[config.mk]
export PLATFORM = sky130hd
export DESIGN_NAME = bus_demo_ctrl
export DESIGN_NICKNAME = d
export VERILOG_FILES = /design/src/rtl/bus_demo_pkg.sv /design/src/rtl/key_press_det.sv /design/src/rtl/bus_demo_ctrl.sv
export SDC_FILE = /design/constraint.sdc
export NUM_CORES = 1
export LEC_CHECK = 0
export ABC_AREA = 1
export BUFFER_PORTS_ARGS = -buffer_cell sky130_fd_sc_hd__buf_2
export CORE_ASPECT_RATIO = 2
export CORE_MARGIN = 2
export CORE_UTILIZATION = 55
export DETAILED_ROUTE_END_ITERATION = 12
export HOLD_SLACK_MARGIN = 0.06
export PLACE_DENSITY = 0.95
export SYNTH_ARGS = -nofsm -noshare
export SYNTH_HDL_FRONTEND = slang
export SYNTH_SLANG_ARGS = --single-unit
[constraint.sdc]
create_clock -name i_clk -period 2.98 [get_ports i_clk]
set_input_delay 0.745 -clock i_clk [delete_from_list [all_inputs] [get_ports i_clk]]
set_output_delay 0.745 -clock i_clk [all_outputs]
set_load 0.02 [all_outputs]
[src/rtl/bus_demo_pkg.sv]
// Shared types for the serial-bus demo operator controller.
// Latency: n/a (types and constants only).
// Backpressure: n/a.
package bus_demo_pkg;

   localparam int DEF_DATA_WIDTH = 16;
   localparam int DEF_ADDR_WIDTH = 12;
   localparam int SW_WIDTH       = 18;

   typedef enum logic [1:0] {
      NO_SLAVE = 2'd0,
      SLAVE_1  = 2'd1,
      SLAVE_2  = 2'd2,
      SLAVE_3  = 2'd3
   } slave_t;

   typedef enum logic {
      MASTER_0 = 1'b0,
      MASTER_1 = 1'b1
   } master_t;

   typedef enum logic {
      OP_READ  = 1'b0,
      OP_WRITE = 1'b1
   } operation_t;

   // Encoding is what the HEX display shows.
   typedef enum logic [3:0] {
      ST_SLV_SEL  = 4'd0,
      ST_RW_SEL   = 4'd1,
      ST_EXTW_SEL = 4'd2,
      ST_EXTW0    = 4'd3,
      ST_EXTW1    = 4'd4,
      ST_SA0      = 4'd5,
      ST_SA1      = 4'd6,
      ST_EA0      = 4'd7,
      ST_EA1      = 4'd8,
      ST_CFG      = 4'd9,
      ST_READY    = 4'd10,
      ST_COMM     = 4'd11,
      ST_DONE     = 4'd12
   } state_t;

endpackage

[src/rtl/key_press_det.sv]
// Push-button press detector: one-cycle pulse on each 1->0 transition of an active-low key.
// Latency: pulse 1 cycle after the key is sampled low (3 cycles with KEY_SYNC_EN defined).
// Backpressure: none; a held key produces exactly one pulse.
// Ports: i_clk, i_rst (sync, active-high), i_key_n (raw active-low key), o_press (pulse).
// Build option: KEY_SYNC_EN adds a 2-flop synchronizer ahead of the edge detector.
module key_press_det (
   input  logic i_clk,
   input  logic i_rst,
   input  logic i_key_n,
   output logic o_press
);

   logic r_key;
   logic r_key_d;

`ifdef KEY_SYNC_EN
   logic [1:0] r_sync;

   always_ff @(posedge i_clk) begin
      if (i_rst) begin
         r_sync  <= 2'b11;
         r_key   <= 1'b1;
         r_key_d <= 1'b1;
      end else begin
         r_sync  <= {r_sync[0], i_key_n};
         r_key   <= r_sync[1];
         r_key_d <= r_key;
      end
   end
`else
   always_ff @(posedge i_clk) begin
      if (i_rst) begin
         r_key   <= 1'b1;
         r_key_d <= 1'b1;
      end else begin
         r_key   <= i_key_n;
         r_key_d <= r_key;
      end
   end
`endif

   // Released level is 1, so reset never fakes a press.
   assign o_press = r_key_d & ~r_key;

endmodule

[src/rtl/bus_demo_ctrl.sv]
// Operator sequencing FSM: turns switches and key presses into master config, then runs the bus demo.
// Latency: actions register 1 cycle after a detected key press; all outputs are registered.
// Backpressure: none; waits on i_cfg_done / i_com_done levels, keys are single-shot.
// Ports: i_clk, i_rst, i_key_*_n (buttons), i_sw (switches), o_m_* (per-master config),
//        o_ext_wr_* (master memory write), o_cfg_start/i_cfg_done, o_com_start/i_com_done,
//        o_rd_addr, o_ext_com_en, o_com_ready, o_com_all_done, o_state_code.
// Build option: KEY_SYNC_EN (see key_press_det) synchronizes the keys.
module bus_demo_ctrl
   import bus_demo_pkg::*;
#(
   parameter int DATA_WIDTH             = DEF_DATA_WIDTH,
   parameter int ADDR_WIDTH             = DEF_ADDR_WIDTH,
   parameter int MAX_MASTER_WRITE_DEPTH = 16,
   parameter int FIRST_START_MASTER     = 0,
   parameter int COM_START_DELAY        = 0
) (
   input  logic                       i_clk,
   input  logic                       i_rst,
   input  logic                       i_key_state_n,
   input  logic                       i_key_next_addr_n,
   input  logic                       i_key_ext_com_n,
   input  logic [SW_WIDTH-1:0]        i_sw,
   output logic [1:0][1:0]            o_m_slave_sel,
   output logic [1:0]                 o_m_rw,
   output logic [1:0][ADDR_WIDTH-1:0] o_m_start_addr,
   output logic [1:0][ADDR_WIDTH-1:0] o_m_end_addr,
   output logic [1:0]                 o_ext_wr_en,
   output logic [ADDR_WIDTH-1:0]      o_ext_wr_addr,
   output logic [DATA_WIDTH-1:0]      o_ext_wr_data,
   output logic                       o_cfg_start,
   input  logic                       i_cfg_done,
   output logic [1:0]                 o_com_start,
   input  logic [1:0]                 i_com_done,
   output logic [ADDR_WIDTH-1:0]      o_rd_addr,
   output logic                       o_ext_com_en,
   output logic                       o_com_ready,
   output logic                       o_com_all_done,
   output logic [3:0]                 o_state_code
);

   localparam int   CNT_W     = (MAX_MASTER_WRITE_DEPTH > 1) ? $clog2(MAX_MASTER_WRITE_DEPTH) : 1;
   localparam int   DLY_W     = (COM_START_DELAY > 0) ? $clog2(COM_START_DELAY + 1) : 1;
   localparam logic FIRST_IDX = (FIRST_START_MASTER != 0);
   localparam logic OTHER_IDX = !FIRST_IDX;
   localparam logic [CNT_W-1:0] CNT_MAX = CNT_W'(MAX_MASTER_WRITE_DEPTH - 1);

   logic w_st;
   logic w_na;
   logic w_ext;
   logic [1:0] w_active;
   logic w_extw_m;
   logic [DATA_WIDTH-1:0] w_sw_data;
   logic w_unused_sw;

   state_t                      r_state;
   logic [1:0][1:0]             r_slave_sel;
   logic [1:0]                  r_rw;
   logic [1:0]                  r_extw_en;
   logic [CNT_W-1:0]            r_cnt;
   logic [1:0][ADDR_WIDTH-1:0]  r_start_addr;
   logic [1:0][ADDR_WIDTH-1:0]  r_end_addr;
   logic [1:0]                  r_ext_wr_en;
   logic [ADDR_WIDTH-1:0]       r_ext_wr_addr;
   logic [DATA_WIDTH-1:0]       r_ext_wr_data;
   logic                        r_cfg_start;
   logic [1:0]                  r_com_start;
   logic                        r_dly_pend;
   logic [DLY_W-1:0]            r_dly_cnt;
   logic [ADDR_WIDTH-1:0]       r_rd_addr;
   logic                        r_ext_com_en;
   logic                        r_com_ready;
   logic                        r_com_all_done;

   key_press_det u_key_state (
      .i_clk   (i_clk),
      .i_rst   (i_rst),
      .i_key_n (i_key_state_n),
      .o_press (w_st)
   );

   key_press_det u_key_next_addr (
      .i_clk   (i_clk),
      .i_rst   (i_rst),
      .i_key_n (i_key_next_addr_n),
      .o_press (w_na)
   );

   key_press_det u_key_ext_com (
      .i_clk   (i_clk),
      .i_rst   (i_rst),
      .i_key_n (i_key_ext_com_n),
      .o_press (w_ext)
   );

   assign w_active[0] = (r_slave_sel[0] != NO_SLAVE);
   assign w_active[1] = (r_slave_sel[1] != NO_SLAVE);
   assign w_extw_m    = (r_state == ST_EXTW1);
   assign w_sw_data   = DATA_WIDTH'(i_sw[15:0]);
   assign w_unused_sw = ^i_sw[SW_WIDTH-1:16];

   always_ff @(posedge i_clk) begin
      if (i_rst) begin
         r_state        <= ST_SLV_SEL;
         r_slave_sel    <= '0;
         r_rw           <= '0;
         r_extw_en      <= '0;
         r_cnt          <= '0;
         r_start_addr   <= '0;
         r_end_addr     <= '0;
         r_ext_wr_en    <= '0;
         r_ext_wr_addr  <= '0;
         r_ext_wr_data  <= '0;
         r_cfg_start    <= 1'b0;
         r_com_start    <= '0;
         r_dly_pend     <= 1'b0;
         r_dly_cnt      <= '0;
         r_rd_addr      <= '0;
         r_ext_com_en   <= 1'b0;
         r_com_ready    <= 1'b0;
         r_com_all_done <= 1'b0;
      end else begin
         // Strobes are single-cycle by default.
         r_ext_wr_en <= '0;
         r_cfg_start <= 1'b0;
         r_com_start <= '0;

         if (w_ext) r_ext_com_en <= ~r_ext_com_en;

         case (r_state)
            ST_SLV_SEL: if (w_st) begin
               r_slave_sel[0] <= i_sw[1:0];
               r_slave_sel[1] <= i_sw[3:2];
               if (i_sw[3:0] == 4'd0) begin
                  r_state        <= ST_DONE;
                  r_com_all_done <= 1'b1;
               end else begin
                  r_state <= ST_RW_SEL;
               end
            end
            ST_RW_SEL: if (w_st) begin
               r_rw    <= i_sw[1:0];
               r_state <= ST_EXTW_SEL;
            end
            ST_EXTW_SEL: if (w_st) begin
               r_extw_en <= i_sw[1:0];
               r_cnt     <= '0;
               if (i_sw[0])      r_state <= ST_EXTW0;
               else if (i_sw[1]) r_state <= ST_EXTW1;
               else              r_state <= ST_SA0;
            end
            ST_EXTW0, ST_EXTW1: begin
               // A state press also writes; it takes priority over a same-cycle next-address press.
               if (w_st || w_na) begin
                  r_ext_wr_en[w_extw_m] <= 1'b1;
                  r_ext_wr_addr         <= ADDR_WIDTH'(r_cnt);
                  r_ext_wr_data         <= w_sw_data;
               end
               if (w_st) begin
                  r_cnt   <= '0;
                  r_state <= (!w_extw_m && r_extw_en[1]) ? ST_EXTW1 : ST_SA0;
               end else if (w_na && (r_cnt != CNT_MAX)) begin
                  r_cnt <= r_cnt + 1'b1;
               end
            end
            ST_SA0: if (w_st) begin
               r_start_addr[0] <= i_sw[ADDR_WIDTH-1:0];
               r_state         <= ST_SA1;
            end
            ST_SA1: if (w_st) begin
               r_start_addr[1] <= i_sw[ADDR_WIDTH-1:0];
               r_state         <= ST_EA0;
            end
            ST_EA0: if (w_st) begin
               r_end_addr[0] <= i_sw[ADDR_WIDTH-1:0];
               r_state       <= ST_EA1;
            end
            ST_EA1: if (w_st) begin
               r_end_addr[1] <= i_sw[ADDR_WIDTH-1:0];
               r_cfg_start   <= 1'b1;
               r_state       <= ST_CFG;
            end
            ST_CFG: if (i_cfg_done) begin
               r_com_ready <= 1'b1;
               r_state     <= ST_READY;
            end
            ST_READY: if (w_st) begin
               r_com_ready              <= 1'b0;
               r_state                  <= ST_COMM;
               r_com_start[FIRST_IDX]   <= w_active[FIRST_IDX];
               if (COM_START_DELAY == 0) begin
                  r_com_start[OTHER_IDX] <= w_active[OTHER_IDX];
               end else begin
                  r_dly_pend <= w_active[OTHER_IDX];
                  r_dly_cnt  <= DLY_W'(COM_START_DELAY);
               end
            end
            ST_COMM: begin
               if (r_dly_pend) begin
                  if (r_dly_cnt == DLY_W'(1)) begin
                     r_com_start[OTHER_IDX] <= 1'b1;
                     r_dly_pend             <= 1'b0;
                  end else begin
                     r_dly_cnt <= r_dly_cnt - 1'b1;
                  end
               // Idle masters count as done; ignore done levels until every start has gone out.
               end else if ((r_com_start == 2'b00) && (&(i_com_done | ~w_active))) begin
                  r_state        <= ST_DONE;
                  r_com_all_done <= 1'b1;
               end
            end
            ST_DONE: if (w_na) begin
               r_rd_addr <= i_sw[ADDR_WIDTH-1:0];
            end
            default: r_state <= ST_SLV_SEL;
         endcase
      end
   end

   assign o_m_slave_sel  = r_slave_sel;
   assign o_m_rw         = r_rw;
   assign o_m_start_addr = r_start_addr;
   assign o_m_end_addr   = r_end_addr;
   assign o_ext_wr_en    = r_ext_wr_en;
   assign o_ext_wr_addr  = r_ext_wr_addr;
   assign o_ext_wr_data  = r_ext_wr_data;
   assign o_cfg_start    = r_cfg_start;
   assign o_com_start    = r_com_start;
   assign o_rd_addr      = r_rd_addr;
   assign o_ext_com_en   = r_ext_com_en;
   assign o_com_ready    = r_com_ready;
   assign o_com_all_done = r_com_all_done;
   assign o_state_code   = r_state;

endmodule

==> key figures, run 1 <==
Worst setup path
  • Crit. End Element: flop
  • Reg-to-reg slack, setup: between 0.8 and 0.9 ns
  • Crit-path cells: inv_1 > nand2_1 > inv_2 > nand3_1 > o21ai_0 > a21oi_1
  • Reg2reg end: o_m_start_addr[6]
  • WP data arrival: around 2.3 ns
  • Crit path from: u_key_state.r_key
  • Critical Path Max Stage Delay: 0.55 ns
  • CP max stage cell: nand3_1
  • Reg2reg path depth: 6
  • Worst R2R Start: u_key_state.r_key
  • Startpoint Class: flop
  • Crit path max fanout: 24
  • Setup Crit Path Kind: flop to flop
  • CP Capture Point: o_m_start_addr[6]
  • Required time of the critical path: between 3 and 4 ns

Routing
  • Met2 Routed Length: about 6200 µm
  • Drt wl/cell: 14.9 µm
  • Vias per inst: ~5.4
  • DR pass1 iterations: 6
  • Residual DRC: 0
  • Iter 0 DRT Violations: 405
  • Uppermost routed layer: met4
  • Routed wire length: ~11000 µm
  • Met3 Wirelength: around 670 µm
  • Vias: ~4200
  • Antenna-violating nets left: 0
  • Metal-1 WL: approximately 4000 µm

Place
  • HPWL after DPL: around 8300 µm
  • Pre-CTS WS: ~0.97 ns
  • GP Congestion: about 0.9
  • IO buf count: 121
  • Post-DP Area: roughly 4900 µm²

Clocking
  • Post-CTS Setup Bufs: 0
  • CTS resizes: 0
  • Clk buf depth: 2
  • Clk_lat worst skew: roughly 0.35 ns
  • Root Driver: clkbuf_16
  • CTS tree: done
  • CTS Hold Buffers Added: 0
  • Sink Count: between 100 and 150
  • Clock transition at the registers of the reported paths: ~0.060 ns
  • H-tree levels: 3
  • Total CTS buffers: 9

Timing
  • Tightest Pin Transition: around 0.77 ns
  • Tmin final: around 2.1 ns
  • Final WS setup: 0.884 ns
  • Skew final: ~0.0080 ns
  • Final Setup Violations: 0
  • Slew HR: between 40% and 50%
  • Max-slew violation count: 0
  • Fmax: ~480 MHz
  • Final hold violation count: 0
  • Tcrit/Tclk final: between 70 and 80%
  • Unrepaired setup endpoints after global routing: no
  • Setup TNS: 0 ns

Synth
  • Warnings from Yosys: 0
  • Sequential share of the synthesized area: between 50% and 60%
  • Top-count cell post-synth: dfxtp_1
  • Synth Instances: roughly 560
  • Area contributors post-synth: dfxtp_1, o21ai_0, nor2_1, a21oi_1, inv_1
  • Dominant cell type by area after synthesis: dfxtp_1
  • Synthesized area per cell: 7.72 µm²
  • Area of the mapped netlist: approximately 4300 µm²
  • Ys async rst share: 0%
  • Post-synth EDFFs: 0
  • #FFs+latches synth: 111
  • Yosys top cell area share: 51.2%
  • Commonest cells post-synth: dfxtp_1, nor2_1, o21ai_0
  • Cell variety after synth: 29
  • Primary FF master, synth: dfxtp_1

Power and ir drop
  • Pwr per Cell Area: 720 nW/µm²
  • Leakage: 2.45 nW
  • Max IR drop VDD: between 0.4 and 0.5 mV

Flow run
  • Max Cap Viol: 0

Floorplan
  • Die Area: 8670 µm²
  • Initial Utilization: 57.2%
  • # rows: 45
  • Die width: approximately 67 µm
  • Die height: 130 µm
  • IO Count: around 130
  • Core area: 7600 µm²

Final layout
  • Layout Nets: about 700
  • Register area: around 2200 µm²
  • Multi-input gate area: 1680 µm²
  • Layout area overhead: 19.8%
  • Fin area: approximately 5200 µm²
  • # diodes: 0
  • Layout cells sized above 1: 24.5%
  • # fillers: 605

Worst hold path
  • Hold WC Path Type: flop to flop

Global routing
  • Global route total overflow: 0
  • Vias in the first global route: approximately 3800
  • Largest net degree at the start of global routing: a little over 80
  • Gr usage total: between 20% and 30%
  • Initial antenna violation count: 0
  • Global-route wire length before repair: roughly 17000 µm

Run status
  • Status: finished clean
==> how the worst min path moves through the flow <==
stage / startpoint / to / cells after the start
5_1_grt: o_rd_addr[9] / o_rd_addr[9] / 2
3_5_place_dp: u_key_state.r_key / u_key_state.r_key_d / 2
2_1_floorplan: u_key_ext_com.r_key / u_key_ext_com.r_key_d / 2
6_report: u_key_state.r_key / u_key_state.r_key_d / 2
4_1_cts: u_key_state.r_key / u_key_state.r_key_d / 2
3_3_place_gp: u_key_state.r_key / u_key_state.r_key_d / 2
==> layout by cell type (no fill, tap or decap), types with 2 or more instances in the layout <==
cell type and count:
a21oi_1 63, buf_2 121, clkbuf_1 3, clkbuf_16 9, clkinv_4 2, conb_1 8
dfxtp_1 111, inv_1 65, inv_2 9, nand2_1 36, nand2_2 8, nand3_1 19
nand4_1 3, nor2_1 91, nor2_2 3, nor2_4 3, nor3_1 5, o211ai_1 2
o21ai_0 88, o21ai_1 8, o21bai_1 5, or2_2 4
==> report_power, final <==
group          leakage (nW)  switching [W]  internal (W)
logic                  1.42       0.000631      0.000281
clock network         0.131       0.000532      0.000573
registers             0.899       0.000116       0.00161
==> layer usage <==
layer / vias up / GRT usage [%]
met5: - / 0
met1: 1877 / 26.5
met4: 0 / 18.1
li1: 2018 / -
met2: 205 / 48.3
met3: 60 / 4.86
==> through the flow <==
step / std cells / utilization (%) / hold slack, ns / power (W)
floorplan: 570 / - / 0.400 / 0.00241
global placement: 755 / 64.9 / 0.406 / 0.00262
detailed placement: 755 / 64.9 / 0.418 / 0.00266
CTS: 771 / 68.4 / 0.434 / 0.00375
global route: 771 / 68.4 / 0.459 / 0.00392
finish: 771 / 68.4 / 0.435 / 0.00375
==> critical path: cells and delay by family (launching register included) <==
family | cells | cell delay [ns]
buffers and inverters | 2 | 0.33
flip-flops | 1 | 0.30
AO/OA/AOI/OAI | 2 | 0.55
AND/OR/NAND/NOR | 2 | 0.78
==> area by class of cell <==
type	instances	area share (%)
Sequential cell	111	42.7
Inverter	75	5.46
Clock inverter	4	0.601
Timing Repair Buffer	123	12.2
Tap cell	94	2.26
Multi-Input combinational cell	352	32.3
Clock buffer	12	4.55
==> registers in the layout (all words and copies together) (netlist names), 2 cells and up <==
name and cells:
o_m_slave_sel 4, o_state_code 4, o_ext_wr_en 2, o_m_rw 2, o_ext_wr_data 16, o_ext_wr_addr 4, o_rd_addr 12, o_m_start_addr 24
r_cnt 4, o_com_start 2, o_m_end_addr 24
==> cells by family (layout without fill, tap and decap cells) <==
family,count (synthesis),count (layout),share of synthesized area [%]
AND/OR/NAND/NOR,174,174,17.6
AO/OA/AOI/OAI,168,168,19.9
flip-flops,111,111,51.2
buffers and inverters,107,214,10.8
adder cells (fa/ha/maj),1,1,0.288
other,1,8,0.0863
XOR/XNOR,1,1,0.202
No activity file was read; power rests on OpenSTA's default activity.
==> run 2, diff against run 1 <==
--- a/config.mk
+++ b/config.mk
@@ -9,10 +9,10 @@
 export BUFFER_PORTS_ARGS = -buffer_cell sky130_fd_sc_hd__buf_2
 export CORE_ASPECT_RATIO = 2
 export CORE_MARGIN = 2
-export CORE_UTILIZATION = 55
+export CORE_UTILIZATION = 51
 export DETAILED_ROUTE_END_ITERATION = 12
 export HOLD_SLACK_MARGIN = 0.06
-export PLACE_DENSITY = 0.95
+export PLACE_DENSITY = 0.9
 export SYNTH_ARGS = -nofsm -noshare
 export SYNTH_HDL_FRONTEND = slang
 export SYNTH_SLANG_ARGS = --single-unit
==> constraint.sdc (replaced) <==
create_clock -name i_clk -period 2.14 [get_ports i_clk]
set_input_delay 0.535 -clock i_clk [delete_from_list [all_inputs] [get_ports i_clk]]
set_output_delay 0.535 -clock i_clk [all_outputs]
set_load 0.02 [all_outputs]
==> run 2 against run 1 <==
  * Core utilization fell by 4.9 points
  * First-iteration DRC count fell by 34%
  * Die area rose by 7.5%
  * Highest routed layer unchanged
  * Cell count rose by 1.2%
  * Register-to-register slack got worse by 0.59 ns
  * Critical endpoint is now o_ext_wr_data[2]
  * Fmax rose by 13%
  * Critical path depth rose by 1
  * Critical path type unchanged
  * Largest power group unchanged
==> key figures, run 2 (synthesized netlist as in run 1, its figures left out) <==
Worst setup path
  • Critical Path Max Stage Delay: approximately 0.43 ns
  • Logic depth of the worst path, buffers included: 7
  • Most common cell on crit path: nand2_2
  • WP data arrival: approximately 2.1 ns
  • Crit path from: o_state_code[3]
  • Worst R2R Start: o_state_code[3]
  • Crit-path cells: nor2_2 > nand2_1 > nand2_2 > nand2_2 > inv_4 > o21ai_0 > a21oi_1
  • Crit path max fanout: 28
  • Reg-to-reg slack, setup: between 0.2 and 0.3 ns
  • Crit. End Element: flop
  • CP Capture Point: o_ext_wr_data[2]
  • Largest delay share family, worst path: simple AND/OR/NAND/NOR gates
  • Startpoint Class: flop
  • Required time of the critical path: about 2.4 ns
  • Reg2reg path depth: 7
  • Setup Crit Path Kind: flop to flop
  • CP max stage cell: dfxtp_1
  • Reg2reg end: o_ext_wr_data[2]
  • WP buf/inv: 1

Final layout
  • Layout Nets: slightly above 700
  • Fin cells: between 700 and 800
  • # diodes: 0
  • Fin util: 63.6%
  • Layout area overhead: 21.3%
  • Most common cell after layout, fill and taps aside: buf_2
  • Commonest non-fill, non-tap cells in the layout: buf_2, dfxtp_1, nor2_1, o21ai_0, inv_1
  • Layout cells sized above 1: 25.4%
  • # fillers: about 700

Floorplan
  • Core area: ~8300 µm²
  • # rows: 47
  • Die height: roughly 130 µm
  • Die Area: slightly above 9000 µm²
  • Initial Utilization: 52.4%
  • Die width: between 60 and 70 µm
  • IO Count: about 130

Clocking
  • CTS Hold Buffers Added: 0
  • Post-CTS Setup Bufs: 0
  • Clk_lat worst skew: around 0.34 ns
  • Clock transition at the registers of the reported paths: around 0.06 ns
  • Root Driver: clkbuf_16
  • CTS resizes: 0
  • CTS tree: done
  • H-tree levels: 3
  • Sink Count: roughly 110
  • Clk buf depth: 2
  • Total CTS buffers: 9

Routing
  • Residual DRC: 0
  • Iter 0 DRT Violations: roughly 270
  • Vias: just over 4000
  • Metal-1 WL: about 4000 µm
  • Routed wire length: about 11000 µm
  • Met3 Wirelength: approximately 550 µm
  • Antenna-violating nets left: 0
  • Vias per inst: between 5 and 6
  • Uppermost routed layer: met4
  • Drt wl/cell: ~15 µm
  • DR pass1 iterations: 4
  • Met2 Routed Length: roughly 6100 µm

Power and ir drop
  • P_sw: 0.00175 W
  • Max IR drop VDD: between 0.5 and 0.6 mV
  • Clk pwr share: between 30 and 40%
  • Internal: approximately 0.0036 W
  • Leakage: between 2 and 2.5 nW
  • Total chip power: approximately 0.0054 W
  • Switching share of power: 32.7%
  • Pwr per Cell Area: a little over 1000 nW/µm²
  • Combinational fraction of design power: 23.9%
  • Reg power frac: approximately 45%

Global routing
  • Gr usage total: 24.2%
  • Global route total overflow: 0
  • Global-route wire length before repair: 17900 µm
  • Initial antenna violation count: 0
  • Largest net degree at the start of global routing: 29
  • Vias in the first global route: 3825

Timing
  • Max-slew violation count: 0
  • Unrepaired setup endpoints after global routing: no
  • Tcrit/Tclk final: a little under nine tenths
  • Skew final: 0.00471 ns
  • Final hold violation count: 0
  • Tmin final: approximately 1.8 ns
  • Fmax: between 500 and 600 MHz
  • Final Setup Violations: 0
  • Setup TNS: 0 ns

Place
  • GP Congestion: approximately 0.93
  • IO buf count: around 120
  • DP Cell Count: ~770
  • HPWL after DPL: 8480 µm

Flow run
  • Max Cap Viol: 0

Worst hold path
  • Hold WC Path Type: primary input to flop

Run status
  • Status: finished clean
-- run 2: changes by cell type in the layout (fill, tap and decap cells not counted) --
| cell | before | now |
|---|---|---|
| clkbuf_1 | 3 | 1 |
| inv_6 | 1 | 0 |
| buf_4 | 1 | 8 |
| buf_12 | 1 | 0 |
| clkinv_4 | 2 | 0 |
| bufinv_16 | 0 | 1 |
| clkbuf_8 | 0 | 2 |
| clkinvlp_4 | 0 | 1 |
-- run 2: layer usage --
layer  up-vias  global-route usage, %
met1      1878                   23.6
met5         -                      0
met2       164                   44.2
li1       2029                      -
met4         0                   17.8
met3        49                   4.85
-- run 2: area by class of cell --
type	count	area, µm²	area share [%]
inverters	75	284	5.39
multi-input cells	352	1680	31.8
flip-flops and latches	111	2220	42.2
well taps	98	123	2.33
repair buffers	129	666	12.6
clock inverters	3	42.5	0.807
clock buffers	12	256	4.87
-- run 2: metrics by stage --
step / cell area (µm²) / hold WS [ns] / worst slack, ns
floorplan: 4370 / 0.400 / 0.615
global placement: 4970 / 0.406 / 0.407
detailed placement: 4970 / 0.418 / 0.317
CTS: 5270 / 0.364 / 0.318
global route: 5270 / 0.367 / 0.135
finish: 5270 / 0.370 / 0.292
-- run 2: how the worst min path moves through the flow --
stage | from | end | slack [ns] | depth (start not counted)
after global routing | i_key_next_addr_n | u_key_next_addr.r_key | 0.37 | 2
after CTS | i_key_next_addr_n | u_key_next_addr.r_key | 0.36 | 2
after floorplan | u_key_ext_com.r_key | u_key_ext_com.r_key_d | 0.40 | 2
after detailed placement | u_key_state.r_key | u_key_state.r_key_d | 0.42 | 2
final | i_key_ext_com_n | u_key_ext_com.r_key | 0.37 | 2
after global placement | u_key_state.r_key | u_key_state.r_key_d | 0.41 | 2
-- run 2: power by group through the flow --
stage               clock (W)  sequential [W]  combinational [W]
floorplan                   0         0.00263           0.000725
global placement            0         0.00244            0.00122
detailed placement          0         0.00245            0.00126
CTS                   0.00169         0.00241            0.00127
global route          0.00178         0.00243            0.00139
finish                0.00167         0.00241            0.00128
==> run 3, diff against run 2 <==
--- a/config.mk
+++ b/config.mk
@@ -15,4 +15,5 @@
 export PLACE_DENSITY = 0.9
 export SYNTH_ARGS = -nofsm -noshare
 export SYNTH_HDL_FRONTEND = slang
+export SYNTH_HIERARCHICAL = 1
 export SYNTH_SLANG_ARGS = --single-unit
==> run 3 against run 2 <==
  * Fmax grew 0.52%
  * Worst setup slack improved by 0.0095 ns
  * Global-route usage up 2.0 points
  * Die area increased by 1.4%
  * Hold slack better by 0.0039 ns
  * Routed wire length is 8.1% higher
  * Sequential power shrank 3%
  * Via count grew 4.3%
  * Critical path depth grew 1
  * Critical path type unchanged
  * Critical endpoint is now o_m_start_addr[0]
==> key figures, run 3 <==
Routing
  • Vias per inst: 5.33
  • Uppermost routed layer: met4
  • Met3 Wirelength: between 700 and 800 µm
  • Iter 0 DRT Violations: roughly 380
  • DR pass1 iterations: 5
  • Drt wl/cell: 15.3 µm
  • Metal-1 WL: around 4300 µm
  • Vias: 4298
  • Met2 Routed Length: between 6000 and 7000 µm
  • Residual DRC: 0
  • Antenna-violating nets left: 0
  • Routed wire length: 12300 µm

Timing
  • Max-slew violation count: 0
  • Unrepaired setup endpoints after global routing: no
  • Final hold violation count: 0
  • Fmax: ~540 MHz
  • Tmin final: 1.84 ns
  • Hold slack: 0.374 ns
  • Final Setup Violations: 0
  • Skew final: ~0.0078 ns
  • Tcrit/Tclk final: between 80% and 90%
  • Setup TNS: 0 ns

Synth
  • Post-synthesis adder-cell area fraction: less than 1%
  • Synthesized area per cell: between 7 and 8 µm²
  • Sequential share of the synthesized area: between 50% and 60%
  • Synth Instances: about 580
  • Synth Area in Compound Gates: between 10% and 20%
  • Yosys top cell area share: roughly 50%
  • #FFs+latches synth: between 100 and 150
  • Area contributors post-synth: dfxtp_1, nor2_1, o21ai_0, a21oi_1, nand2_1
  • Area of the mapped netlist: about 4400 µm²
  • Dominant cell type by area after synthesis: dfxtp_1
  • Xor/xnor share of the synthesized area: less than 1%
  • Post-synth EDFFs: 0
  • Warnings from Yosys: 6
  • Cell variety after synth: 32
  • Top-count cell post-synth: nor2_1
  • Ys async rst share: 0%
  • Post-synthesis mux area share: 0%
  • Commonest cells post-synth: nor2_1, dfxtp_1, o21ai_0
  • Largest family of logic cells by synthesized area: simple AND/OR/NAND/NOR gates
  • Post-Synth Simple-Gate Area: 23.5%
  • Primary FF master, synth: dfxtp_1

Worst setup path
  • Required time of the critical path: ~2.4 ns
  • Crit. End Element: flop
  • Reg-to-reg slack, setup: approximately 0.30 ns
  • Reg2reg path depth: 8
  • Largest delay share family, worst path: simple AND/OR/NAND/NOR gates
  • WP buf/inv: 3
  • Crit path max fanout: 14
  • Reg2reg end: o_m_start_addr[0]
  • Worst R2R Start: o_state_code[2]
  • Startpoint Class: flop
  • Most common cell on crit path: inv_2
  • Crit-path cells: inv_2 > nor2_4 > inv_2 > nor2_1 > nand2_1 > inv_2 > o21ai_0 > a21oi_1
  • Critical Path Max Stage Delay: 0.51 ns
  • Crit path from: o_state_code[2]
  • Setup Crit Path Kind: flop to flop
  • CP max stage cell: dfxtp_1
  • WP data arrival: about 2.1 ns

Floorplan
  • Die height: around 140 µm
  • Die Area: between 9000 and 10000 µm²
  • Die width: 69.7 µm
  • Initial Utilization: between 50 and 60%
  • Core area: approximately 8500 µm²
  • IO Count: roughly 130
  • # rows: 48

Place
  • GP Congestion: around 1
  • Post-DP Area: approximately 5000 µm²
  • HPWL after DPL: 8980 µm
  • IO buf count: 121

Worst hold path
  • Hold WC Path Type: primary input to flop
  • Hold path cells: 3
  • Worst hold endpoint: u_key_next_addr/r_key
  • Hold path startpoint: i_key_next_addr_n

Final layout
  • # diodes: 0
  • # fillers: between 700 and 800
  • Layout cells sized above 1: between 20% and 30%
  • Fin util: a little over three fifths
  • Fin area: roughly 5400 µm²
  • Layout area overhead: 22.4%
  • Most common cell after layout, fill and taps aside: nor2_1
  • Layout Nets: about 730
  • Commonest non-fill, non-tap cells in the layout: nor2_1, buf_2, dfxtp_1, o21ai_0, nand2_1

Power and ir drop
  • Leakage: around 2.6 nW
  • Pwr per Cell Area: approximately 1000 nW/µm²
  • Clk pwr share: between 30% and 40%
  • Max IR drop VDD: between 0.5 and 0.6 mV
  • P_sw: ~0.0018 W
  • Reg power frac: 43.2%
  • Combinational fraction of design power: between 20 and 25%
  • Switching share of power: 33.5%
  • Internal: ~0.0036 W

Run status
  • Status: finished clean

Flow run
  • Max Cap Viol: 0

Global routing
  • Largest net degree at the start of global routing: approximately 60
  • Initial antenna violation count: 0
  • Global-route wire length before repair: roughly 19000 µm
  • Gr usage total: 26.2%
  • Vias in the first global route: 3952
  • Global route total overflow: 0

Clocking
  • Sink Count: 111
  • Clk buf depth: 2
  • Clk_lat worst skew: roughly 0.35 ns
  • Root Driver: clkbuf_16
  • H-tree levels: 3
  • CTS Hold Buffers Added: 0
  • CTS tree: done
  • Clock transition at the registers of the reported paths: ~0.070 ns
  • Total CTS buffers: 9
run 3: area by class of cell:
class | instances | area (µm²) | area share (%)
clock buffer | 11 | 253 | 4.69
clock inverter | 5 | 63.8 | 1.18
inverter | 57 | 216 | 4.02
multi-input combinational | 389 | 1800 | 33.4
sequential | 111 | 2220 | 41.2
tap | 100 | 125 | 2.32
timing repair buffer | 133 | 708 | 13.1
run 3: how the worst max path moves through the flow:
stage	to	slack, ns	cells past startpoint
2_1_floorplan	o_m_end_addr[23]	0.57	6
3_3_place_gp	o_ext_wr_addr[3]	0.31	7
3_5_place_dp	o_ext_wr_addr[3]	0.21	7
4_1_cts	o_ext_wr_addr[3]	0.21	7
5_1_grt	o_m_start_addr[1]	0.15	8
6_report	o_m_start_addr[0]	0.30	8
run 3: kinds of logic after synthesis:
logic type / after synthesis
simple gates: 242
compound gates: 137
flops: 111
buf+inv: 91
xor+xnor: 1
fa+ha+maj: 1
other cells: 1
run 3: power groups by stage:
| stage | clock network [W] | registers (W) | logic (W) |
|---|---|---|---|
| after floorplan | 0 | 0.00254 | 0.000788 |
| after global placement | 0 | 0.00238 | 0.00130 |
| after detailed placement | 0 | 0.00239 | 0.00133 |
| after CTS | 0.00176 | 0.00234 | 0.00134 |
| after global routing | 0.00184 | 0.00236 | 0.00149 |
| final | 0.00173 | 0.00234 | 0.00135 |
run 3: worst min-delay path, cell delays in order:
cell     delay, ns
buf_2         0.07
inv_1         0.03
nand2_1       0.05
run 3: what timing repair did:
| item | in CTS | in global routing |
|---|---|---|
| setup buffers | 0 | 0 |
| setup endpoints to repair | 0 | 1 |
| gates resized for setup | 0 | 1 |
run 3: stage by stage:
| stage | setup slack [ns] | total power (W) | cells |
|---|---|---|---|
| 2_1_floorplan | 0.570 | 0.00333 | 591 |
| 3_3_place_gp | 0.313 | 0.00368 | 790 |
| 3_5_place_dp | 0.213 | 0.00371 | 790 |
| 4_1_cts | 0.210 | 0.00543 | 806 |
| 5_1_grt | 0.145 | 0.00570 | 806 |
| 6_report | 0.302 | 0.00542 | 806 |
run 3: metal layers:
metal	global-route usage (%)	vias to the layer above
met4	16.5	0
met1	26.7	1945
met2	47.6	205
met3	5.88	51
met5	0	-
li1	-	2097
